**config.mk**
```make
export PLATFORM = sky130hd
export DESIGN_NAME = pipe_stage_chain_flat
export DESIGN_NICKNAME = d
export VERILOG_FILES = /design/src/rtl/pipe_stage_chain_pkg.sv /design/src/rtl/pipe_stage_chain_if.sv /design/src/rtl/pipe_stage_chain_stage_reg.sv /design/src/rtl/pipe_stage_chain.sv /design/src/flat_wrapper.sv
export SDC_FILE = /design/constraint.sdc
export NUM_CORES = 1
export LEC_CHECK = 0
export ABC_AREA = 1
export BUFFER_PORTS_ARGS = -buffer_cell sky130_fd_sc_hd__buf_4
export CAP_MARGIN = 25
export CORE_AREA = 3 3 459 461
export DETAILED_ROUTE_END_ITERATION = 8
export DIE_AREA = 0 0 462 464
export SETUP_SLACK_MARGIN = 0.5
export SYNTH_ARGS = -nofsm -noshare
export SYNTH_HDL_FRONTEND = slang
export SYNTH_SLANG_ARGS = --single-unit
export TNS_END_PERCENT = 5
```
**constraint.sdc**
```tcl
create_clock -name clk -period 22.8 [get_ports clk]
set_input_delay 0 -clock clk [delete_from_list [all_inputs] [get_ports clk]]
set_output_delay 0 -clock clk [all_outputs]
set_load 0.02 [all_outputs]
```
**src/rtl/pipe_stage_chain_pkg.sv**
```systemverilog
`default_nettype none
// +----------------------------------------------------------------------------+
// | pipe_pkg                                                                   |
// | Shared defaults and stage naming for the in-order pipeline register chain. |
// | Rev 1.0 - initial release                                                  |
// +----------------------------------------------------------------------------+
package pipe_pkg;

  localparam int DEFAULT_N_STAGES  = 5;
  localparam int DEFAULT_PAYLOAD_W = 160;
  localparam int DEFAULT_CNT_W     = 32;

  typedef logic [$clog2(DEFAULT_N_STAGES)-1:0] stage_idx_t;

  // Stage positions for the rv32 core: fetch is youngest, writeback oldest.
  localparam stage_idx_t STAGE_F = 3'd0;
  localparam stage_idx_t STAGE_D = 3'd1;
  localparam stage_idx_t STAGE_E = 3'd2;
  localparam stage_idx_t STAGE_M = 3'd3;
  localparam stage_idx_t STAGE_W = 3'd4;

endpackage
`default_nettype wire

```
**src/rtl/pipe_stage_chain_if.sv**
```systemverilog
`default_nettype none
// +----------------------------------------------------------------------------+
// | pipe_stage_chain_if                                                        |
// | Handshake, control and status bundle of the pipeline register chain.       |
// | Rev 1.0 - initial release                                                  |
// +----------------------------------------------------------------------------+
interface pipe_stage_chain_if
  import pipe_pkg::*;
#(
  parameter int N_STAGES  = DEFAULT_N_STAGES,
  parameter int PAYLOAD_W = DEFAULT_PAYLOAD_W,
  parameter int CNT_W     = DEFAULT_CNT_W
) ();

  localparam int OCC_W = $clog2(N_STAGES + 1);

  logic                          in_valid;
  logic                          in_ready;
  logic [PAYLOAD_W-1:0]          in_data;
  logic [N_STAGES-1:0]           stall_req;
  logic [N_STAGES-1:0]           flush_req;
  logic [N_STAGES-1:0]           stage_valid;
  logic [N_STAGES*PAYLOAD_W-1:0] stage_data;
  logic                          out_valid;
  logic                          out_ready;
  logic [PAYLOAD_W-1:0]          out_data;
  logic [OCC_W-1:0]              occupancy;
  logic [CNT_W-1:0]              retired_cnt;

  modport master (
    output in_valid, in_data, stall_req, flush_req, out_ready,
    input  in_ready, stage_valid, stage_data, out_valid, out_data,
           occupancy, retired_cnt
  );

  modport slave (
    input  in_valid, in_data, stall_req, flush_req, out_ready,
    output in_ready, stage_valid, stage_data, out_valid, out_data,
           occupancy, retired_cnt
  );

endinterface
`default_nettype wire

```
**src/rtl/pipe_stage_chain_stage_reg.sv**
```systemverilog
`default_nettype none
// +----------------------------------------------------------------------------+
// | pipe_stage_reg                                                             |
// | One pipeline stage: valid bit plus payload with kill/hold/load selection.  |
// | Rev 1.0 - initial release                                                  |
// +----------------------------------------------------------------------------+
module pipe_stage_reg #(
  parameter int PAYLOAD_W = 160
) (
  input  logic                 clk,
  input  logic                 rst,
  input  logic                 i_hold,
  input  logic                 i_kill,
  input  logic                 i_src_valid,
  input  logic [PAYLOAD_W-1:0] i_src_data,
  output logic                 o_valid,
  output logic [PAYLOAD_W-1:0] o_data
);

  logic                 valid_q, valid_d;
  logic [PAYLOAD_W-1:0] data_q, data_d;

  // Kill outranks hold; payload is left untouched on hold or bubble.
  always_comb begin
    valid_d = valid_q;
    data_d  = data_q;
    if (i_kill) begin
      valid_d = 1'b0;
    end else if (!i_hold) begin
      valid_d = i_src_valid;
    end
    if (!i_hold && i_src_valid) begin
      data_d = i_src_data;
    end
  end

  always_ff @(posedge clk or posedge rst) begin
    if (rst) begin
      valid_q <= 1'b0;
      data_q  <= '0;
    end else begin
      valid_q <= valid_d;
      data_q  <= data_d;
    end
  end

  assign o_valid = valid_q;
  assign o_data  = data_q;

endmodule
`default_nettype wire

```
**src/rtl/pipe_stage_chain.sv**
```systemverilog
`default_nettype none
// +----------------------------------------------------------------------------+
// | pipe_stage_chain                                                           |
// | In-order register chain with stall back-propagation and age-ordered flush. |
// | Rev 1.0 - initial release                                                  |
// +----------------------------------------------------------------------------+
module pipe_stage_chain
  import pipe_pkg::*;
#(
  parameter int N_STAGES  = DEFAULT_N_STAGES,
  parameter int PAYLOAD_W = DEFAULT_PAYLOAD_W,
  parameter int CNT_W     = DEFAULT_CNT_W
) (
  input  logic              clk,
  input  logic              rst,
  pipe_stage_chain_if.slave bus
);

  localparam int OCC_W = $clog2(N_STAGES + 1);

  logic [N_STAGES-1:0]           w_hold;
  logic [N_STAGES-1:0]           w_kill;
  logic [N_STAGES-1:0]           w_src_valid;
  logic [N_STAGES-1:0]           w_valid;
  logic [PAYLOAD_W-1:0]          w_src_data [N_STAGES];
  logic [PAYLOAD_W-1:0]          w_data     [N_STAGES];
  logic [N_STAGES*PAYLOAD_W-1:0] w_stage_data;
  logic [OCC_W-1:0]              w_occupancy;
  logic                          w_out_valid;
  logic                          w_retire;
  logic [CNT_W-1:0]              retired_cnt_q, retired_cnt_d;

  // Both chains ripple from the oldest stage toward the youngest.
  always_comb begin
    w_hold = '0;
    w_kill = '0;
    w_hold[N_STAGES-1] = bus.stall_req[N_STAGES-1]
                       | (w_valid[N_STAGES-1] & ~bus.out_ready);
    w_kill[N_STAGES-1] = bus.flush_req[N_STAGES-1];
    for (int i = N_STAGES - 2; i >= 0; i--) begin
      w_hold[i] = bus.stall_req[i] | w_hold[i+1];
      w_kill[i] = bus.flush_req[i] | w_kill[i+1];
    end
  end

  for (genvar i = 0; i < N_STAGES; i++) begin : g_stage
    if (i == 0) begin : g_head
      assign w_src_valid[i] = bus.in_valid & ~w_hold[0];
      assign w_src_data[i]  = bus.in_data;
    end else begin : g_body
      // A holding younger stage hands a bubble to the stage in front of it.
      assign w_src_valid[i] = w_valid[i-1] & ~w_hold[i-1];
      assign w_src_data[i]  = w_data[i-1];
    end

    pipe_stage_reg #(
      .PAYLOAD_W (PAYLOAD_W)
    ) u_stage (
      .clk         (clk),
      .rst         (rst),
      .i_hold      (w_hold[i]),
      .i_kill      (w_kill[i]),
      .i_src_valid (w_src_valid[i]),
      .i_src_data  (w_src_data[i]),
      .o_valid     (w_valid[i]),
      .o_data      (w_data[i])
    );
  end

  always_comb begin
    w_stage_data = '0;
    for (int i = 0; i < N_STAGES; i++) begin
      w_stage_data[i*PAYLOAD_W +: PAYLOAD_W] = w_data[i];
    end
  end

  always_comb begin
    w_occupancy = OCC_W'($countones(w_valid));
  end

  assign w_out_valid = w_valid[N_STAGES-1]
                     & ~bus.stall_req[N_STAGES-1]
                     & ~bus.flush_req[N_STAGES-1];
  assign w_retire    = w_out_valid & bus.out_ready;

  always_comb begin
    retired_cnt_d = retired_cnt_q;
    if (w_retire) begin
      retired_cnt_d = retired_cnt_q + CNT_W'(1);
    end
  end

  always_ff @(posedge clk or posedge rst) begin
    if (rst) begin
      retired_cnt_q <= '0;
    end else begin
      retired_cnt_q <= retired_cnt_d;
    end
  end

  assign bus.in_ready    = ~w_hold[0];
  assign bus.stage_valid = w_valid;
  assign bus.stage_data  = w_stage_data;
  assign bus.out_valid   = w_out_valid;
  assign bus.out_data    = w_data[N_STAGES-1];
  assign bus.occupancy   = w_occupancy;
  assign bus.retired_cnt = retired_cnt_q;

endmodule
`default_nettype wire

```
**src/flat_wrapper.sv**
```systemverilog
// flat-port wrapper written by rule: the top's interface ports become plain ports
module pipe_stage_chain_flat import pipe_pkg::*;
#(
  parameter int N_STAGES  = DEFAULT_N_STAGES,
  parameter int PAYLOAD_W = DEFAULT_PAYLOAD_W,
  parameter int CNT_W     = DEFAULT_CNT_W
)
  (clk, rst, bus_in_valid, bus_in_data, bus_stall_req, bus_flush_req, bus_out_ready, bus_in_ready, bus_stage_valid, bus_stage_data, bus_out_valid, bus_out_data, bus_occupancy, bus_retired_cnt);
  pipe_stage_chain_if #(.N_STAGES(N_STAGES), .PAYLOAD_W(PAYLOAD_W), .CNT_W(CNT_W)) bus_i ();
  input  logic clk;
  input  logic rst;
  input wire logic [$bits(bus_i.in_valid)-1:0] bus_in_valid;
  input wire logic [$bits(bus_i.in_data)-1:0] bus_in_data;
  input wire logic [$bits(bus_i.stall_req)-1:0] bus_stall_req;
  input wire logic [$bits(bus_i.flush_req)-1:0] bus_flush_req;
  input wire logic [$bits(bus_i.out_ready)-1:0] bus_out_ready;
  output wire logic [$bits(bus_i.in_ready)-1:0] bus_in_ready;
  output wire logic [$bits(bus_i.stage_valid)-1:0] bus_stage_valid;
  output wire logic [$bits(bus_i.stage_data)-1:0] bus_stage_data;
  output wire logic [$bits(bus_i.out_valid)-1:0] bus_out_valid;
  output wire logic [$bits(bus_i.out_data)-1:0] bus_out_data;
  output wire logic [$bits(bus_i.occupancy)-1:0] bus_occupancy;
  output wire logic [$bits(bus_i.retired_cnt)-1:0] bus_retired_cnt;
  assign bus_i.in_valid = bus_in_valid;
  assign bus_i.in_data = bus_in_data;
  assign bus_i.stall_req = bus_stall_req;
  assign bus_i.flush_req = bus_flush_req;
  assign bus_i.out_ready = bus_out_ready;
  assign bus_in_ready = bus_i.in_ready;
  assign bus_stage_valid = bus_i.stage_valid;
  assign bus_stage_data = bus_i.stage_data;
  assign bus_out_valid = bus_i.out_valid;
  assign bus_out_data = bus_i.out_data;
  assign bus_occupancy = bus_i.occupancy;
  assign bus_retired_cnt = bus_i.retired_cnt;
  pipe_stage_chain #(.N_STAGES(N_STAGES), .PAYLOAD_W(PAYLOAD_W), .CNT_W(CNT_W)) u_core (.clk(clk), .rst(rst), .bus(bus_i));
endmodule
```
==> results of run 1 <==
==> cell usage after synthesis, drive strengths merged <==
library cell,n,share of area [%]
dfrtp,837,61
xnor2,9,0.23
inv,211,2.3
a21oi,3,0.055
ha,3,0.11
nor2,39,0.46
nand3b,2,0.044
xor2,7,0.18
fa,2,0.12
nand3,191,2.8
clkbuf,161,1.8
a21boi,1,0.022
nor3,4,0.058
buf,267,5.1
nand4,334,6.1
nand2,1363,15
o21ai,323,4.7
==> path summary, 6_finish.rpt <==
path | endpoint | slack, ns
worst max-delay path | bus_in_ready | 18.60
worst min-delay path | u_core.g_stage[3].u_stage.o_data[123] | 0.02
worst max register to register | u_core.g_stage[0].u_stage.o_data[62] | 18.94
worst min register to register | u_core.g_stage[2].u_stage.o_data[5] | 0.50
max in group asynchronous | u_core.g_stage[4].u_stage.o_data[36] | 19.61
min in group clk | u_core.g_stage[0].u_stage.o_data[58] | 0.10
==> where the power goes <==
part / internal [uW] / switching [uW] / leakage (uW) / total, uW
clock network: 960 / 702 / 0.00164 / 1660
registers: 1550 / 69.7 / 0.0108 / 1620
logic: 160 / 282 / 0.0140 / 442
==> timing repair <==
item	CTS	global route
setup buffers	0	0
hold buffers	283	0
endpoints found under the hold margin	361	0
==> registers in the layout, indices dropped and copies added (netlist names) <==
name,flops
u_core.bus.retired_cnt,32
u_core.g_stage.u_stage.o_valid,5
u_core.g_stage.u_stage.o_data,800
==> metrics by stage <==
step	cell area (sq um)	worst slack [ns]	utilization, %
floorplan	34300	11.30	-
global placement	44600	18.79	21.6
detailed placement	44600	18.68	21.6
CTS	50800	18.58	24.6
global route	51000	18.28	24.6
finish	51000	18.60	24.6
==> metal layers <==
metal | share of wire [%] | vias up | GRT usage [%]
met5 | 0.013 | - | 0
met4 | 5.8 | 4 | 9.70
met3 | 10 | 303 | 7.01
met2 | 43 | 1372 | 27.2
met1 | 41 | 15800 | 22.1
li1 | - | 14500 | -
==> area by class of cell <==
cell class	count	area, sq um
fillers	22200	156000
flip-flops and latches	837	21000
repair buffers	1506	12200
multi-input cells	2281	10300
well taps	2704	3380
clock buffers	140	2860
inverters	211	803
clock inverters	42	519
diodes	16	40.0
==> tightest hold or removal path, cell delays in order <==
cell	delay (ns)
dlygate4sd3_1	0.54
buf_4	0.14
clkinvlp_4	0.07
buf_12	0.52
==> cell families (layout without fill, tap and decap cells) <==
group | Yosys count | after routing | share of synthesized area, %
AO/OA/AOI/OAI | 327 | 327 | 4.79
XOR/XNOR | 16 | 16 | 0.408
adder cells (fa/ha/maj) | 5 | 5 | 0.226
buffers and inverters | 639 | 1899 | 9.16
flip-flops | 837 | 837 | 61.0
other | 0 | 16 | 0
AND/OR/NAND/NOR | 1933 | 1933 | 24.4
==> reports/metrics.yaml, run 1 <==
placed_design:
  hpwl_mm: 158
  gp_congestion: 0.906
  dp.cells: 7251
  numPortBuffers: 1175
critical_path:
  timing.critical_path.mode_cell: "buf_4"
  worst-path-buf-inv: 4
  rr_startpoint: "u_core.g_stage[4].u_stage.o_valid"
  crit_chain: "a21oi_2 > nand3_1 > nor2_4 > buf_12 > buf_4 > nand2_1 > inv_1 > buf_4"
  end_kind: "output pin"
  worst-endpoint-required_ns: 22.80
  critPathKind: "reg -> out"
  crit_path_max_fanout: 154
  critPathTopFamily: "buffers and inverters"
  worstSetupStartpointType: "flop"
  ff2ff_path_depth: 8
  crit_arrival_ns: 4.20
  cpMaxStageDelayCell: "buf_4"
  crit_path_max_incr_delay_ns: 0.76
  cp.depth: 8
  startpoint: "u_core.g_stage[4].u_stage.o_valid"
clock_network:
  htreeDepth: 3
  cts_buffer_depth: 3
  root_buffer: "clkbuf_16"
  tritoncts: "built"
  cts.sinks: 837
  post_cts_resized: 0
  clk_latency_ns: 0.73
  path_clk_slew_ns: 0.06
  cts_buffers: 102
floorplan:
  initial_core_util_pct: 16.6
  row_count: 167
  num_io_pins: 1176
  die_y_um: 464
  dieArea_sq_mm: 0.214
  die_w_um: 462
  coreArea_sq_mm: 0.207
power:
  power_uw: 3730
  p_leak_uw: 0.0265
  p_per_area_mw_per_mm2: 73.1
  ir_worst_vdd_mv: 0.0628
synthesis:
  ys_seq_area_share_pct: 61.0
  synth_area_sq_mm: 0.0343
  synth.distinct_cells: 24
  synth_nets: 3936
  yosys_warnings: 0
  avgSynthCellArea_sq_um: 9.13
  syn_inst: 3757
  ys_seq_elements: 837
timing:
  finalSetupTns_ns: 0
  final.setup_skew_ns: 0.0333
  post-route-period-util_pct: 18.4
  drv_slew: 0
  setup_viol: 0
  fin_crit_ns: 4.20
  hold_violations: 0
  rsz0062_at_grt: "false"
  max_freq_ghz: 0.238
  worst_pin_slew_ns: 1.05
  hold_ws_ns: 0.0221
  relSlewSlack_pct: 30.2
finish:
  area_growth_syn_to_layout_pct: 48.6
  layout_commonest_cell: "nand2_1"
  fin_nets: 5118
  final_cell_mix: "1362 x nand2_1, 1214 x buf_4, 835 x dfrtp_1, 334 x nand4_1, 323 x o21ai_0"
  layout-drive-gt1-share_pct: 27.8
  stdcell_count: 7737
routing:
  wl_per_cell_um: 26.0
  remaining_drc_errors: 0
  vias: 32000
  drtAntennaViolNets: 0
  drt_pass1_iterations: 5
  drt-initial-drc-count: 2268
  routed_wirelength_mm: 201
  viasPerCell: 4.13
global_route:
  grt_pass1_vias: 31500
  antenna_found_initial: 27
  grt.total_usage_pct: 18.1
  grt_first_pass_wirelength_mm: 269
  overflow: 0
  grt_max_degree: 155
outcome:
  outcome: "complete, no violations"
min_path:
  hold_class: "in -> async"
run:
  maxCapViolCount: 0
Note: power is estimated with default switching activity, not from simulation.
==> inputs of run 2 (changes only) <==
- clock period: 22.8 -> 4.2 ns (I/O delays scaled with it)
==> run 2 against run 1 <==
- sequential share of layout area shrank 0.39 points
- wire length rose by 0.95%
- clock skew shrank 0.0062 ns
- non-clock buffer count increased by 41
- critical path depth is the same
- final cell count is 0.56% higher
- clock power increased to 5.4 times the previous value
- flip-flop and latch count unchanged
- cell area rose by 0.96%
- sequential power grew to 5.4 times the previous value
- via count increased by 1.1%
- register-to-register slack worse by 18 ns
- largest cell class unchanged
==> reports/metrics.yaml, run 2 (same netlist as run 1, synthesis figures left out) <==
outcome:
  outcome: "complete, no violations"
floorplan:
  dieArea_sq_mm: 0.214
  row_count: 167
  die_w_um: 462
  die_y_um: 464
  coreArea_sq_mm: 0.207
  initial_core_util_pct: 16.6
  num_io_pins: 1176
routing:
  remaining_drc_errors: 0
  wl_per_cell_um: 26.1
  drt-initial-drc-count: 2672
  drtAntennaViolNets: 0
  drt_pass1_iterations: 5
  viasPerCell: 4.16
  routed_wirelength_mm: 203
  vias: 32300
finish:
  stdcell_count: 7780
  largest_reg_flops: 800
  fillerInstances: 22300
  final_cell_mix: "1362 x nand2_1, 1213 x buf_4, 835 x dfrtp_1, 334 x nand4_1, 323 x o21ai_0"
  fin_nets: 5158
  layout_commonest_cell: "nand2_1"
  layout-drive-gt1-share_pct: 27.8
  area_growth_syn_to_layout_pct: 50.0
timing:
  fin_crit_ns: 3.27
  hold_violations: 0
  final.setup_skew_ns: 0.0271
  post-route-period-util_pct: 77.8
  drv_slew: 0
  setup_ws_ns: 0.934
  rsz0062_at_grt: "false"
  max_freq_ghz: 0.306
  relSlewSlack_pct: 22.8
  worst_pin_slew_ns: 1.16
  setup_viol: 0
  hold_ws_ns: 0.0104
critical_path:
  critPathKind: "reg -> reg"
  end_kind: "flop"
  regToRegSetupSlack_ns: 0.93
  crit_path_max_fanout: 91
  reg2reg_to: "u_core.g_stage[0].u_stage.o_data[121]"
  rr_startpoint: "u_core.g_stage[4].u_stage.o_valid"
  crit_path_max_incr_delay_ns: 0.62
  worstSetupStartpointType: "flop"
  crit_chain: "a21oi_2 > nand3_1 > nor2_4 > buf_6 > buf_4 > nand4_1 > dlygate4sd3_1 > nand2_1"
  worst-endpoint-required_ns: 4.87
  critPathTopFamily: "buffers and inverters"
  worst-path-buf-inv: 3
  cpMaxStageDelayCell: "dlygate4sd3_1"
  ff2ff_path_depth: 8
  crit_arrival_ns: 3.93
clock_network:
  htreeDepth: 3
  cts.sinks: 837
  path_clk_slew_ns: 0.06
  cts_buffer_depth: 3
  tritoncts: "built"
  root_buffer: "clkbuf_16"
  cts_setup_buffers: 0
  cts_buffers: 101
  clk_latency_ns: 0.73
placed_design:
  hpwl_mm: 158
  numPortBuffers: 1175
  place_ws_ns: 1.26
  gp_congestion: 0.904
  dp.cells: 7266
min_path:
  hold_class: "in -> reg"
  hold_end: "u_core.g_stage[4].u_stage.o_data[82]"
  whs_path_depth: 5
  hp-start: "bus_stall_req[4]"
power:
  p_leak_uw: 0.0266
  ir_worst_vdd_mv: 0.308
  p_per_area_mw_per_mm2: 393
global_route:
  overflow: 0
  antenna_found_initial: 27
  grt_pass1_vias: 31500
  grt_first_pass_wirelength_mm: 273
  grt_max_degree: 179
  grt.total_usage_pct: 18.3
run:
  maxCapViolCount: 0
run 2: layer usage:
layer | vias to the layer above | track usage, % | part of all wire, %
met4 | 4 | 10.5 | 6.4
met3 | 337 | 6.42 | 9.4
met2 | 1386 | 26.9 | 43
met5 | - | 0 | 0.013
li1 | 14600 | - | -
met1 | 16100 | 23.0 | 42
run 2: layout make-up:
cell class                 instances  area, sq um  area share [%]
antenna                           16         40.0          0.0778
tap                             2704         3380            6.57
inverter                         211          803            1.56
timing repair buffer            1547        12700            24.6
clock buffer                     145         2900            5.64
sequential                       837        21000            40.7
clock inverter                    39          467           0.907
multi-input combinational       2281        10300            20.0
run 2: through the flow:
stage / total power [uW] / TNS (ns) / utilization [%] / area [sq um]
after floorplan: 9770 / -6108.65 / - / 34300
after global placement: 11200 / 0 / 21.7 / 44900
after detailed placement: 11200 / 0 / 21.7 / 44900
after CTS: 20600 / 0 / 24.8 / 51400
after global routing: 21100 / 0 / 24.9 / 51500
final: 20200 / 0 / 24.9 / 51500
run 2: tightest hold or removal path, cell delays in order:
cell,delay [ns]
buf_4,0.10
a21oi_2,0.05
nand3_4,0.11
buf_12,0.24
o21ai_0,0.12
run 2: worst max-delay path by stage:
stage / from / endpoint / slack, ns / cells past startpoint
final: u_core.g_stage[4].u_stage.o_valid / u_core.g_stage[0].u_stage.o_data[121] / 0.93 / 8
after global placement: u_core.g_stage[4].u_stage.o_valid / u_core.g_stage[1].u_stage.o_data[99] / 1.35 / 7
after CTS: u_core.g_stage[4].u_stage.o_valid / u_core.g_stage[0].u_stage.o_data[102] / 0.75 / 8
after global routing: u_core.g_stage[4].u_stage.o_valid / u_core.g_stage[0].u_stage.o_data[121] / 0.66 / 8
after detailed placement: u_core.g_stage[4].u_stage.o_valid / u_core.g_stage[2].u_stage.o_data[96] / 1.26 / 7
after floorplan: rst / u_core.bus.retired_cnt[0] / -7.30 / 1
run 2: power by group:
part           internal, uW  total [uW]  switching, uW
Clock                  5210        8990           3780
Combinational           867        2410           1540
Sequential             8420        8820            401
run 2: repair_timing:
item / 4_1_cts / 5_1_grt
hold endpoints to repair: 404 / 0
resized for setup: 0 / 1
setup endpoints to repair: 0 / 8
hold buffers: 313 / 0
